==> config.mk <==
export PLATFORM = sky130hd
export DESIGN_NAME = modrm_addr_decoder_flat
export DESIGN_NICKNAME = d
export VERILOG_FILES = /design/src/rtl/modrm_addr_decoder_if.sv /design/src/rtl/modrm_addr_decoder.sv /design/src/flat_wrapper.sv
export SDC_FILE = /design/constraint.sdc
export NUM_CORES = 1
export LEC_CHECK = 0
export CELL_PAD_IN_SITES_DETAIL_PLACEMENT = 1
export CELL_PAD_IN_SITES_GLOBAL_PLACEMENT = 1
export CORE_MARGIN = 10
export CORE_UTILIZATION = 37
export DETAILED_ROUTE_END_ITERATION = 8
export PLACE_DENSITY = 0.83
export SETUP_SLACK_MARGIN = 0.5
export SLEW_MARGIN = 30
export SYNTH_ARGS = -nofsm -noshare
export SYNTH_HDL_FRONTEND = slang
export SYNTH_SLANG_ARGS = --single-unit
export TNS_END_PERCENT = 20
==> constraint.sdc <==
create_clock -name clk -period 6.1 [get_ports clk]
set_input_delay 0.61 -clock clk [delete_from_list [all_inputs] [get_ports clk]]
set_output_delay 0.61 -clock clk [all_outputs]
set_load 0.02 [all_outputs]
==> src/rtl/modrm_addr_decoder_if.sv <==
// Bus bundle for the ModR/M addressing-form decoder: start/abort control,
// prefetch byte stream, GPR read view and the decoded result.
interface modrm_addr_decoder_if;
  logic         start;
  logic         addr32;
  logic         clear;
  logic         byte_valid;
  logic [7:0]   byte_data;
  logic         byte_ready;
  logic [255:0] gpr;
  logic         out_valid;
  logic         out_ready;
  logic [31:0]  effective_address;
  logic [2:0]   regnum;
  logic [2:0]   rm_regnum;
  logic         rm_is_reg;
  logic         ss_default;
  logic [2:0]   length;
  logic         busy;

  // Handshakes: a byte transfers on a rising clk edge where byte_valid && byte_ready;
  // a result transfers where out_valid && out_ready. byte_ready and out_valid depend
  // only on decoder state (and clear), never on byte_valid/out_ready.
  modport master (
    output start, addr32, clear, byte_valid, byte_data, gpr, out_ready,
    input  byte_ready, out_valid, effective_address, regnum, rm_regnum,
           rm_is_reg, ss_default, length, busy
  );

  modport slave (
    input  start, addr32, clear, byte_valid, byte_data, gpr, out_ready,
    output byte_ready, out_valid, effective_address, regnum, rm_regnum,
           rm_is_reg, ss_default, length, busy
  );
endinterface

==> src/rtl/modrm_addr_decoder.sv <==
// Sequential ModR/M (+SIB, +displacement) decoder producing the effective
// address and register fields for 16-bit and 386-style 32-bit addressing.
module modrm_addr_decoder #(
  parameter bit SUPPORT_32 = 1'b1
) (
  input  logic                  clk,
  input  logic                  reset,
  modrm_addr_decoder_if.slave   bus,
  output logic [2:0]            dbg_state
);

  typedef enum logic [2:0] {
    S_IDLE  = 3'd0,
    S_MODRM = 3'd1,
    S_SIB   = 3'd2,
    S_DISP  = 3'd3,
    S_CALC  = 3'd4,
    S_OUT   = 3'd5
  } state_t;

  state_t      state, state_next;
  logic        mode32;
  logic [7:0]  modrm_q;
  logic [7:0]  sib_q;
  logic        has_sib;
  logic [2:0]  disp_len;
  logic [1:0]  disp_cnt;
  logic [31:0] disp_q;
  logic        byte_ready_c;
  logic [2:0]  dl_new;
  logic        take;
  logic        disp_last;

  logic [31:0] ea_q;
  logic [2:0]  regnum_q;
  logic [2:0]  rm_q;
  logic        rm_is_reg_q;
  logic        ss_q;
  logic [2:0]  len_q;

  function automatic logic [2:0] dl16(input logic [1:0] md, input logic [2:0] rm);
    if (md == 2'b00 && rm == 3'b110) return 3'd2;
    else if (md == 2'b01)            return 3'd1;
    else if (md == 2'b10)            return 3'd2;
    else                             return 3'd0;
  endfunction

  // b is the rm field, or SIB.base when a SIB byte is present
  function automatic logic [2:0] dl32(input logic [1:0] md, input logic [2:0] b);
    if (md == 2'b01)                     return 3'd1;
    else if (md == 2'b10)                return 3'd4;
    else if (md == 2'b00 && b == 3'b101) return 3'd4;
    else                                 return 3'd0;
  endfunction

  assign take      = byte_ready_c & bus.byte_valid;
  assign disp_last = (({1'b0, disp_cnt} + 3'd1) == disp_len);

  always_ff @(posedge clk or posedge reset) begin
    if (reset) state <= S_IDLE;
    else       state <= state_next;
  end

  always_comb begin
    state_next   = state;
    byte_ready_c = 1'b0;
    dl_new       = 3'd0;
    case (state)
      S_MODRM: dl_new = mode32 ? dl32(bus.byte_data[7:6], bus.byte_data[2:0])
                               : dl16(bus.byte_data[7:6], bus.byte_data[2:0]);
      S_SIB:   dl_new = dl32(modrm_q[7:6], bus.byte_data[2:0]);
      default: dl_new = 3'd0;
    endcase
    if (bus.clear) begin
      state_next = S_IDLE;
    end else begin
      case (state)
        S_IDLE:  if (bus.start) state_next = S_MODRM;
        S_MODRM: begin
          byte_ready_c = 1'b1;
          if (bus.byte_valid) begin
            if (mode32 && bus.byte_data[7:6] != 2'b11 && bus.byte_data[2:0] == 3'b100)
              state_next = S_SIB;
            else if (dl_new != 3'd0)
              state_next = S_DISP;
            else
              state_next = S_CALC;
          end
        end
        S_SIB: begin
          byte_ready_c = 1'b1;
          if (bus.byte_valid) state_next = (dl_new != 3'd0) ? S_DISP : S_CALC;
        end
        S_DISP: begin
          byte_ready_c = 1'b1;
          if (bus.byte_valid && disp_last) state_next = S_CALC;
        end
        S_CALC:  state_next = S_OUT;
        S_OUT:   if (bus.out_ready) state_next = S_IDLE;
        default: state_next = S_IDLE;
      endcase
    end
  end

  // Effective-address arithmetic, evaluated from latched bytes and the live GPR view
  logic [31:0] gr [8];
  logic [1:0]  md;
  logic [2:0]  rm_f;
  logic [15:0] base16, disp16, ea16;
  logic        ss16;
  logic [2:0]  b_idx;
  logic        base_en;
  logic [31:0] base32, index32, disp32, ea32;
  logic        ss32;
  logic [31:0] res_ea;
  logic        res_ss;
  logic        res_is_reg;
  logic [2:0]  res_len;

  always_comb begin
    for (int i = 0; i < 8; i++) gr[i] = bus.gpr[32*i +: 32];
    md   = modrm_q[7:6];
    rm_f = modrm_q[2:0];

    case (rm_f)
      3'd0:    base16 = gr[3][15:0] + gr[6][15:0];
      3'd1:    base16 = gr[3][15:0] + gr[7][15:0];
      3'd2:    base16 = gr[5][15:0] + gr[6][15:0];
      3'd3:    base16 = gr[5][15:0] + gr[7][15:0];
      3'd4:    base16 = gr[6][15:0];
      3'd5:    base16 = gr[7][15:0];
      3'd6:    base16 = (md == 2'b00) ? 16'h0000 : gr[5][15:0];
      default: base16 = gr[3][15:0];
    endcase
    disp16 = (disp_len == 3'd1) ? {{8{disp_q[7]}}, disp_q[7:0]} : disp_q[15:0];
    ea16   = base16 + disp16;
    ss16   = (rm_f == 3'd2) || (rm_f == 3'd3) || (rm_f == 3'd6 && md != 2'b00);

    b_idx   = has_sib ? sib_q[2:0] : rm_f;
    base_en = !(md == 2'b00 && b_idx == 3'b101);
    base32  = base_en ? gr[b_idx] : 32'h0;
    index32 = (has_sib && sib_q[5:3] != 3'b100) ? (gr[sib_q[5:3]] << sib_q[7:6]) : 32'h0;
    disp32  = (disp_len == 3'd1) ? {{24{disp_q[7]}}, disp_q[7:0]} : disp_q;
    ea32    = base32 + index32 + disp32;
    ss32    = base_en && (b_idx == 3'd4 || b_idx == 3'd5);

    if (md == 2'b11) begin
      res_ea     = 32'h0;
      res_ss     = 1'b0;
      res_is_reg = 1'b1;
      res_len    = 3'd1;
    end else begin
      res_ea     = mode32 ? ea32 : {16'h0000, ea16};
      res_ss     = mode32 ? ss32 : ss16;
      res_is_reg = 1'b0;
      res_len    = 3'd1 + {2'b00, has_sib} + disp_len;
    end
  end

  always_ff @(posedge clk or posedge reset) begin
    if (reset) begin
      mode32      <= 1'b0;
      modrm_q     <= 8'h00;
      sib_q       <= 8'h00;
      has_sib     <= 1'b0;
      disp_len    <= 3'd0;
      disp_cnt    <= 2'd0;
      disp_q      <= 32'h0;
      ea_q        <= 32'h0;
      regnum_q    <= 3'd0;
      rm_q        <= 3'd0;
      rm_is_reg_q <= 1'b0;
      ss_q        <= 1'b0;
      len_q       <= 3'd0;
    end else if (!bus.clear) begin
      case (state)
        S_IDLE: if (bus.start) begin
          mode32   <= SUPPORT_32 & bus.addr32;
          has_sib  <= 1'b0;
          disp_len <= 3'd0;
          disp_cnt <= 2'd0;
          disp_q   <= 32'h0;
        end
        S_MODRM: if (take) begin
          modrm_q  <= bus.byte_data;
          disp_len <= dl_new;
        end
        S_SIB: if (take) begin
          sib_q    <= bus.byte_data;
          has_sib  <= 1'b1;
          disp_len <= dl_new;
        end
        S_DISP: if (take) begin
          disp_q[{disp_cnt, 3'b000} +: 8] <= bus.byte_data;
          disp_cnt <= disp_cnt + 2'd1;
        end
        S_CALC: begin
          ea_q        <= res_ea;
          regnum_q    <= modrm_q[5:3];
          rm_q        <= modrm_q[2:0];
          rm_is_reg_q <= res_is_reg;
          ss_q        <= res_ss;
          len_q       <= res_len;
        end
        default: ;
      endcase
    end
  end

  assign bus.byte_ready        = byte_ready_c;
  assign bus.out_valid         = (state == S_OUT);
  assign bus.busy              = (state != S_IDLE);
  assign bus.effective_address = ea_q;
  assign bus.regnum            = regnum_q;
  assign bus.rm_regnum         = rm_q;
  assign bus.rm_is_reg         = rm_is_reg_q;
  assign bus.ss_default        = ss_q;
  assign bus.length            = len_q;
  assign dbg_state             = state;

endmodule
==> src/flat_wrapper.sv <==
// flat-port wrapper written by rule: the top's interface ports become plain ports
module modrm_addr_decoder_flat 
#(
  parameter bit SUPPORT_32 = 1'b1
)
  (clk, reset, dbg_state, bus_start, bus_addr32, bus_clear, bus_byte_valid, bus_byte_data, bus_gpr, bus_out_ready, bus_byte_ready, bus_out_valid, bus_effective_address, bus_regnum, bus_rm_regnum, bus_rm_is_reg, bus_ss_default, bus_length, bus_busy);
  modrm_addr_decoder_if bus_i ();
  input  logic clk;
  input  logic reset;
  output logic [2:0] dbg_state;
  input wire logic [$bits(bus_i.start)-1:0] bus_start;
  input wire logic [$bits(bus_i.addr32)-1:0] bus_addr32;
  input wire logic [$bits(bus_i.clear)-1:0] bus_clear;
  input wire logic [$bits(bus_i.byte_valid)-1:0] bus_byte_valid;
  input wire logic [$bits(bus_i.byte_data)-1:0] bus_byte_data;
  input wire logic [$bits(bus_i.gpr)-1:0] bus_gpr;
  input wire logic [$bits(bus_i.out_ready)-1:0] bus_out_ready;
  output wire logic [$bits(bus_i.byte_ready)-1:0] bus_byte_ready;
  output wire logic [$bits(bus_i.out_valid)-1:0] bus_out_valid;
  output wire logic [$bits(bus_i.effective_address)-1:0] bus_effective_address;
  output wire logic [$bits(bus_i.regnum)-1:0] bus_regnum;
  output wire logic [$bits(bus_i.rm_regnum)-1:0] bus_rm_regnum;
  output wire logic [$bits(bus_i.rm_is_reg)-1:0] bus_rm_is_reg;
  output wire logic [$bits(bus_i.ss_default)-1:0] bus_ss_default;
  output wire logic [$bits(bus_i.length)-1:0] bus_length;
  output wire logic [$bits(bus_i.busy)-1:0] bus_busy;
  assign bus_i.start = bus_start;
  assign bus_i.addr32 = bus_addr32;
  assign bus_i.clear = bus_clear;
  assign bus_i.byte_valid = bus_byte_valid;
  assign bus_i.byte_data = bus_byte_data;
  assign bus_i.gpr = bus_gpr;
  assign bus_i.out_ready = bus_out_ready;
  assign bus_byte_ready = bus_i.byte_ready;
  assign bus_out_valid = bus_i.out_valid;
  assign bus_effective_address = bus_i.effective_address;
  assign bus_regnum = bus_i.regnum;
  assign bus_rm_regnum = bus_i.rm_regnum;
  assign bus_rm_is_reg = bus_i.rm_is_reg;
  assign bus_ss_default = bus_i.ss_default;
  assign bus_length = bus_i.length;
  assign bus_busy = bus_i.busy;
  modrm_addr_decoder #(.SUPPORT_32(SUPPORT_32)) u_core (.clk(clk), .reset(reset), .bus(bus_i), .dbg_state(dbg_state));
endmodule
-- Word-level counts from Yosys, hierarchy flattened
Cells that the tools add are included.
- flip-flop bits (word level): 101
- bits of input ports: 271
- output and inout port bits: 49
- $add $sub $neg: 12
- order comparisons: 2
- equal/unequal tests: 34
- shift-type cells: 3
- multiplexer cells: 54
- bitwise logic cells: 4
- reduce and logical (&&, ||, !) cells: 34
- operators by type and width (kind ; count):
    $mux W32 ; 11
    $bmux W32 S3 ; 2
    $pmux W16 S7 ; 1
    $add A16 B16 Y16 ; 5
    $add A32 B32 Y32 ; 2
    $pmux W32 S2 ; 1
    $mux W3 ; 21
    $bwmux W32 ; 1
    $mux W16 ; 2
    $shift A8 B7 Y32 const A ; 1
    $shiftx A8 B7 Y32 ; 1
    $shl A32 B2 Y32 ; 1
    $eq A3 B3 Y1 const B ; 10
    $pmux W3 S6 ; 1
    $ne A3 B3 Y1 const B ; 5
    $eq A3 B2 Y1 const B ; 4
    $pmux W3 S2 ; 2
    $reduce_and A4 Y1 ; 3
    $logic_and A1 B1 Y1 ; 10
    $eq A3 B1 Y1 const B ; 3
    $reduce_and A3 Y1 ; 3
    $ge A4 B4 Y1 const B ; 2
    $not A3 Y4 ; 2
    $reduce_bool A2 Y1 ; 4
    26 further kinds ; 45

-- Logic depth before layout (Yosys ltp)
- depth after elaboration: 13
- depth in mapped cells: 26
- mapped depth without buffers: 25

-- Worst setup path before layout
Ideal clock, no wire load.
- path kind: reg-to-reg
- start point: reg u_core.modrm_q[1]
- end point: reg u_core.ea_q[15] (netlist: u_core.bus.effective_address[15])
- setup time: 0.122 ns
- arrival time: 5.247 ns
- setup slack: 0.731 ns
- cell stages (with the launch flop): 26
- path buffers: 2
- clock period less this slack: 5.369 ns
- cells stage by stage: dfrtp_1 nor2_1 and2_1 buf_2 buf_1 mux2_2 ha_1 fa_1 a21o_1 a21oi_1 o21ai_1 a211oi_1 o21bai_1 xor2_1 a222oi_1 a21oi_1 ha_1 and4_1 a2bb2oi_1 o211ai_1 a21o_1 a21oi_2 mux2i_1 a21boi_0 mux2i_1 nand2_1
- longest elaborated chain between the ends: 10
- RTL lines (what ; line ; text):
    start, declared ; modrm_addr_decoder.sv:23 ; logic [7:0] modrm_q;
    start signal, assigned ; modrm_addr_decoder.sv:185 ; modrm_q <= bus.byte_data;
    $mux W3 ; modrm_addr_decoder.sv:139 ; b_idx = has_sib ? sib_q[2:0] : rm_f;
    $not A3 Y4 (not written as such) ; modrm_addr_decoder.sv:141 ; base32 = base_en ? gr[b_idx] : 32'h0;
    $bmux W32 S3 ; modrm_addr_decoder.sv:141 ;
    $mux W32 (not written as such) (2 in series) ; modrm_addr_decoder.sv:141 ;
    $mux W32 ; modrm_addr_decoder.sv:141 ;
    $add A32 B32 Y32 (2 in series) ; modrm_addr_decoder.sv:144 ; ea32 = base32 + index32 + disp32;
    $mux W32 (*) ; modrm_addr_decoder.sv:153 ; res_ea = mode32 ? ea32 : {16'h0000, ea16};
    $mux W32 (*) ; modrm_addr_decoder.sv:147 ; if (md == 2'b11) begin
    end signal, assigned ; modrm_addr_decoder.sv:198 ; ea_q <= res_ea;
    end, declared ; modrm_addr_decoder.sv:34 ; logic [31:0] ea_q;
Every way passes the cells marked *; elsewhere a longest branch is shown, timed or not. The select of a mux whose other input is x is not followed.
A chain may end at the register's enable or synchronous reset.

-- Worst setup path after layout
Ends and elaborated chain as after synthesis.

==> impl_metrics.tcl <==
set metrics [dict create \
    setup_viol 0 \
    fill_cells 4775 \
    die_x_um 221 \
    synth_area_leaders "dfrtp_1, nand2_1, mux4_2, ha_1, mux2_2" \
    final_common_cell "nand2_1" \
    gp_congestion 1.01 \
    hp-class "reg2reg" \
    finalClockSkew_ns 0.0151 \
    clockPowerShare_pct 7.5 \
    fp-row-count 73 \
    final_cell_area_mm2 0.0191 \
    synthCells 1872 \
    cp.arrival_ns 5.71 \
    yosysSeqAreaShare_pct 17.0 \
    vias 16500 \
    fin_crit_ns 5.44 \
    avgSynthCellArea_um2 7.95 \
    max_freq_mhz 184 \
    gr-usage-all-layers_pct 28.9 \
    worstMarginPinSlew_ns 0.920 \
    final_max_slew_viol_count 0 \
    hold_slack_ns 0.487 \
    clock_sinks 101 \
    period_share_pct 89.2 \
    grt_remaining_overflow 0 \
    ys_types 84 \
    ys_seq_elements 101 \
    r2r-start "u_core.modrm_q[1]$_DFFE_PP0P_" \
    drive_gt1_share_pct 11.9 \
    drt-initial-drc-count 1652 \
    synth_edf_count 0 \
    cp-start-kind "flip-flop" \
    worst_ir_drop_vdd_v 0.000237 \
    mostFrequentLayoutCells "nand2_1, clkdlybuf4s50_1, dfrtp_1" \
    drtPass1Iterations 8 \
    htree_levels 3 \
    internal_power_w 0.00355 \
    vias_per_cell 6.18 \
    syn_to_final_growth_pct 28.3 \
    crit_slowest_cell "fa_1" \
    worstPathCellList "nor2_1 -> and2_1 -> mux2_2 -> ha_1 -> fa_1 -> a21o_1 -> a21oi_2 -> o21ai_1 -> a211oi_1 -> o21bai_1 -> xor2_1 -> a222oi_1 -> a21oi_1 -> ha_1 -> and4_1 -> a2bb2oi_1 -> o211ai_1 -> a21o_1 -> a21oi_2 -> mux2i_1 -> a21boi_0 -> mux2i_1 -> nand2_1" \
    startpoint "u_core.modrm_q[1]$_DFFE_PP0P_" \
    cts_root_buffer "clkbuf_16" \
    critical_path.max_fanout 6 \
    switchingPower_w 0.00419 \
    placed_area_mm2 0.0186 \
    fin_setup_tns_ns 0 \
    cp-end-kind "flip-flop" \
    grt_pass1_vias 17200 \
    critPathKind "reg2reg" \
    rsz0062_at_grt "true" \
    port_buffers 319 \
    syn-num-nets 2265 \
    routedWlPerCell_um 27.1 \
    cts_tree "yes" \
    cap_violations 0 \
    start_util_pct 37.5 \
    reg2reg_depth 23 \
    ys.flop_type "dfrtp_1" \
    fp.dieArea_mm2 0.0486 \
    p_per_area_mw_per_mm2 406 \
    crit_end "u_core.bus.effective_address[15]$_DFFE_PP0P_" \
    p_leak_nw 8.08 \
    place_worst_setup_slack_ns 0.338 \
    top_level_ports 320 \
    netlist_area_mm2 0.0149 \
    ant_nets 0 \
    async_reset_ff_share_pct 100 \
    power_frac_seq_pct 13.6 \
    cts_hold_buf 0 \
    grt_max_degree 59 \
    hpwl_um 56800 \
    clock_path_buffers 2 \
    synth_top_area_share_pct 17.0 \
    hold_viol 0 \
    grt_pass1_wl_um 108000 \
    insertion_delay_ns 0.37 \
    core-area_mm2 0.0397 \
    antenna_found_initial 3 \
    critPathRequiredTime_ns 6.36 \
    clk_pin_slew_worst_paths_ns 0.08 \
    cts_buffers 9 \
    setup_slack_ns 0.657 \
    route.detailed.drc 0 \
    routed_wl_um 72400 \
    p_total_w 0.00774 \
    switching_share_pct 54.1 \
    nNetsFinal 2524 \
    ff2ff_setup_slack_ns 0.66 \
    synth_area_leader_cell "dfrtp_1" \
    dieHeight_um 221 \
    yosysWarnings 0 \
    slew_headroom_pct 38.6 \
    cp_slowest_stage_delay_ns 0.45 \
    pwr-share-comb_pct 78.8 \
    status "finished, final reports clean" \
    rr_endpoint "u_core.bus.effective_address[15]$_DFFE_PP0P_" \
]
[area by class of cell]
type                       count  area [µm²]  share of cell area [%]
tap                          525         657                    3.44
multi-input combinational   1557       11600                    60.9
sequential                   101        2540                    13.3
clock buffer                   9         225                    1.18
timing repair buffer         373        3650                    19.1
clock inverter                 7        56.3                   0.295
antenna                        4        10.0                  0.0524
inverter                      89         337                    1.76
[power by group through the flow]
stage	clock, W	combinational, W	sequential, W
final	0.000583	0.00610	0.00106
after global routing	0.000623	0.00657	0.00108
after CTS	0.000597	0.00595	0.00106
after detailed placement	0	0.00588	0.00107
after global placement	0	0.00574	0.00106
after floorplan	0	0.00382	0.00104
[routing by layer]
layer  track usage [%]  vias up  wire [µm]
met3              4.27      162       5460
met1              36.6     8275      29200
met2              48.5      742      34300
met5                 0        -          0
met4              11.7        0       3340
li1                  -     7302          -
[cell families after synthesis]
kind of cell	count (synthesis)	share of synthesized area, %
simple gates	705	21.0
compound gates	474	21.4
buf+inv	215	5.75
mux	188	18.9
fa+ha+maj	122	12.1
flops	101	17.0
xor+xnor	67	3.94
[worst min-delay path by stage]
stage	from	endpoint	slack, ns	depth (start not counted)
after floorplan	u_core.disp_q[15]$_DFFE_PP0P_	u_core.disp_q[15]$_DFFE_PP0P_	0.45	2
after global placement	u_core.disp_q[27]$_DFFE_PP0P_	u_core.disp_q[27]$_DFFE_PP0P_	0.46	2
after detailed placement	u_core.disp_q[27]$_DFFE_PP0P_	u_core.disp_q[27]$_DFFE_PP0P_	0.47	2
after CTS	u_core.bus.effective_address[23]$_DFFE_PP0P_	u_core.bus.effective_address[23]$_DFFE_PP0P_	0.49	2
after global routing	u_core.bus.effective_address[23]$_DFFE_PP0P_	u_core.bus.effective_address[23]$_DFFE_PP0P_	0.52	2
final	u_core.bus.effective_address[23]$_DFFE_PP0P_	u_core.bus.effective_address[23]$_DFFE_PP0P_	0.49	2
[repair_timing]
action	CTS	global route
resized for setup	2	10
pin swaps	0	0
setup endpoints to repair	7	12
cloned	0	1
buffers inserted	5	3
[cells in the mapped netlist, types with 4 or more instances]
| master | number |
|---|---|
| a22oi_1 | 5 |
| nand2_1 | 419 |
| or3_1 | 4 |
| o21ai_1 | 85 |
| a222oi_1 | 6 |
| mux2i_1 | 40 |
| o211ai_1 | 7 |
| a31oi_1 | 18 |
| a22o_1 | 7 |
| o221ai_1 | 8 |
| o31ai_1 | 4 |
| o21a_1 | 9 |
| o21bai_1 | 9 |
| dfrtp_1 | 101 |
| nor2_1 | 84 |
| buf_2 | 15 |
| a211oi_1 | 9 |
| o21ai_0 | 55 |
| nand4_1 | 4 |
| nand3_1 | 30 |
| xnor2_1 | 39 |
| mux2_2 | 80 |
| nor2b_1 | 31 |
| buf_1 | 8 |
| inv_1 | 86 |
| nand3b_1 | 5 |
| o22ai_1 | 9 |
| nor4_1 | 4 |
| nor3_1 | 19 |
| mux4_2 | 65 |
| and3_1 | 67 |
| nand2b_1 | 13 |
| a21o_1 | 33 |
| clkbuf_1 | 98 |
| a21oi_1 | 86 |
| ha_1 | 86 |
| and2_1 | 6 |
| o22a_1 | 29 |
| a311oi_1 | 59 |
| xor2_1 | 28 |
| fa_1 | 36 |
[through the flow]
stage	std cells	util [%]
after global placement	2636	46.9
after global routing	2663	48.0
final	2665	48.1
after detailed placement	2636	46.9
after floorplan	1872	-
after CTS	2657	47.7
[critical path, delay by kind of cell, from the launching register on]
family,cells,cell delay [ns]
compound gates,12,2.34
xor+xnor,1,0.15
fa+ha+maj,3,1.06
flops,1,0.43
mux,3,0.74
simple gates,4,0.62
(Power assumes the default switching activity.)
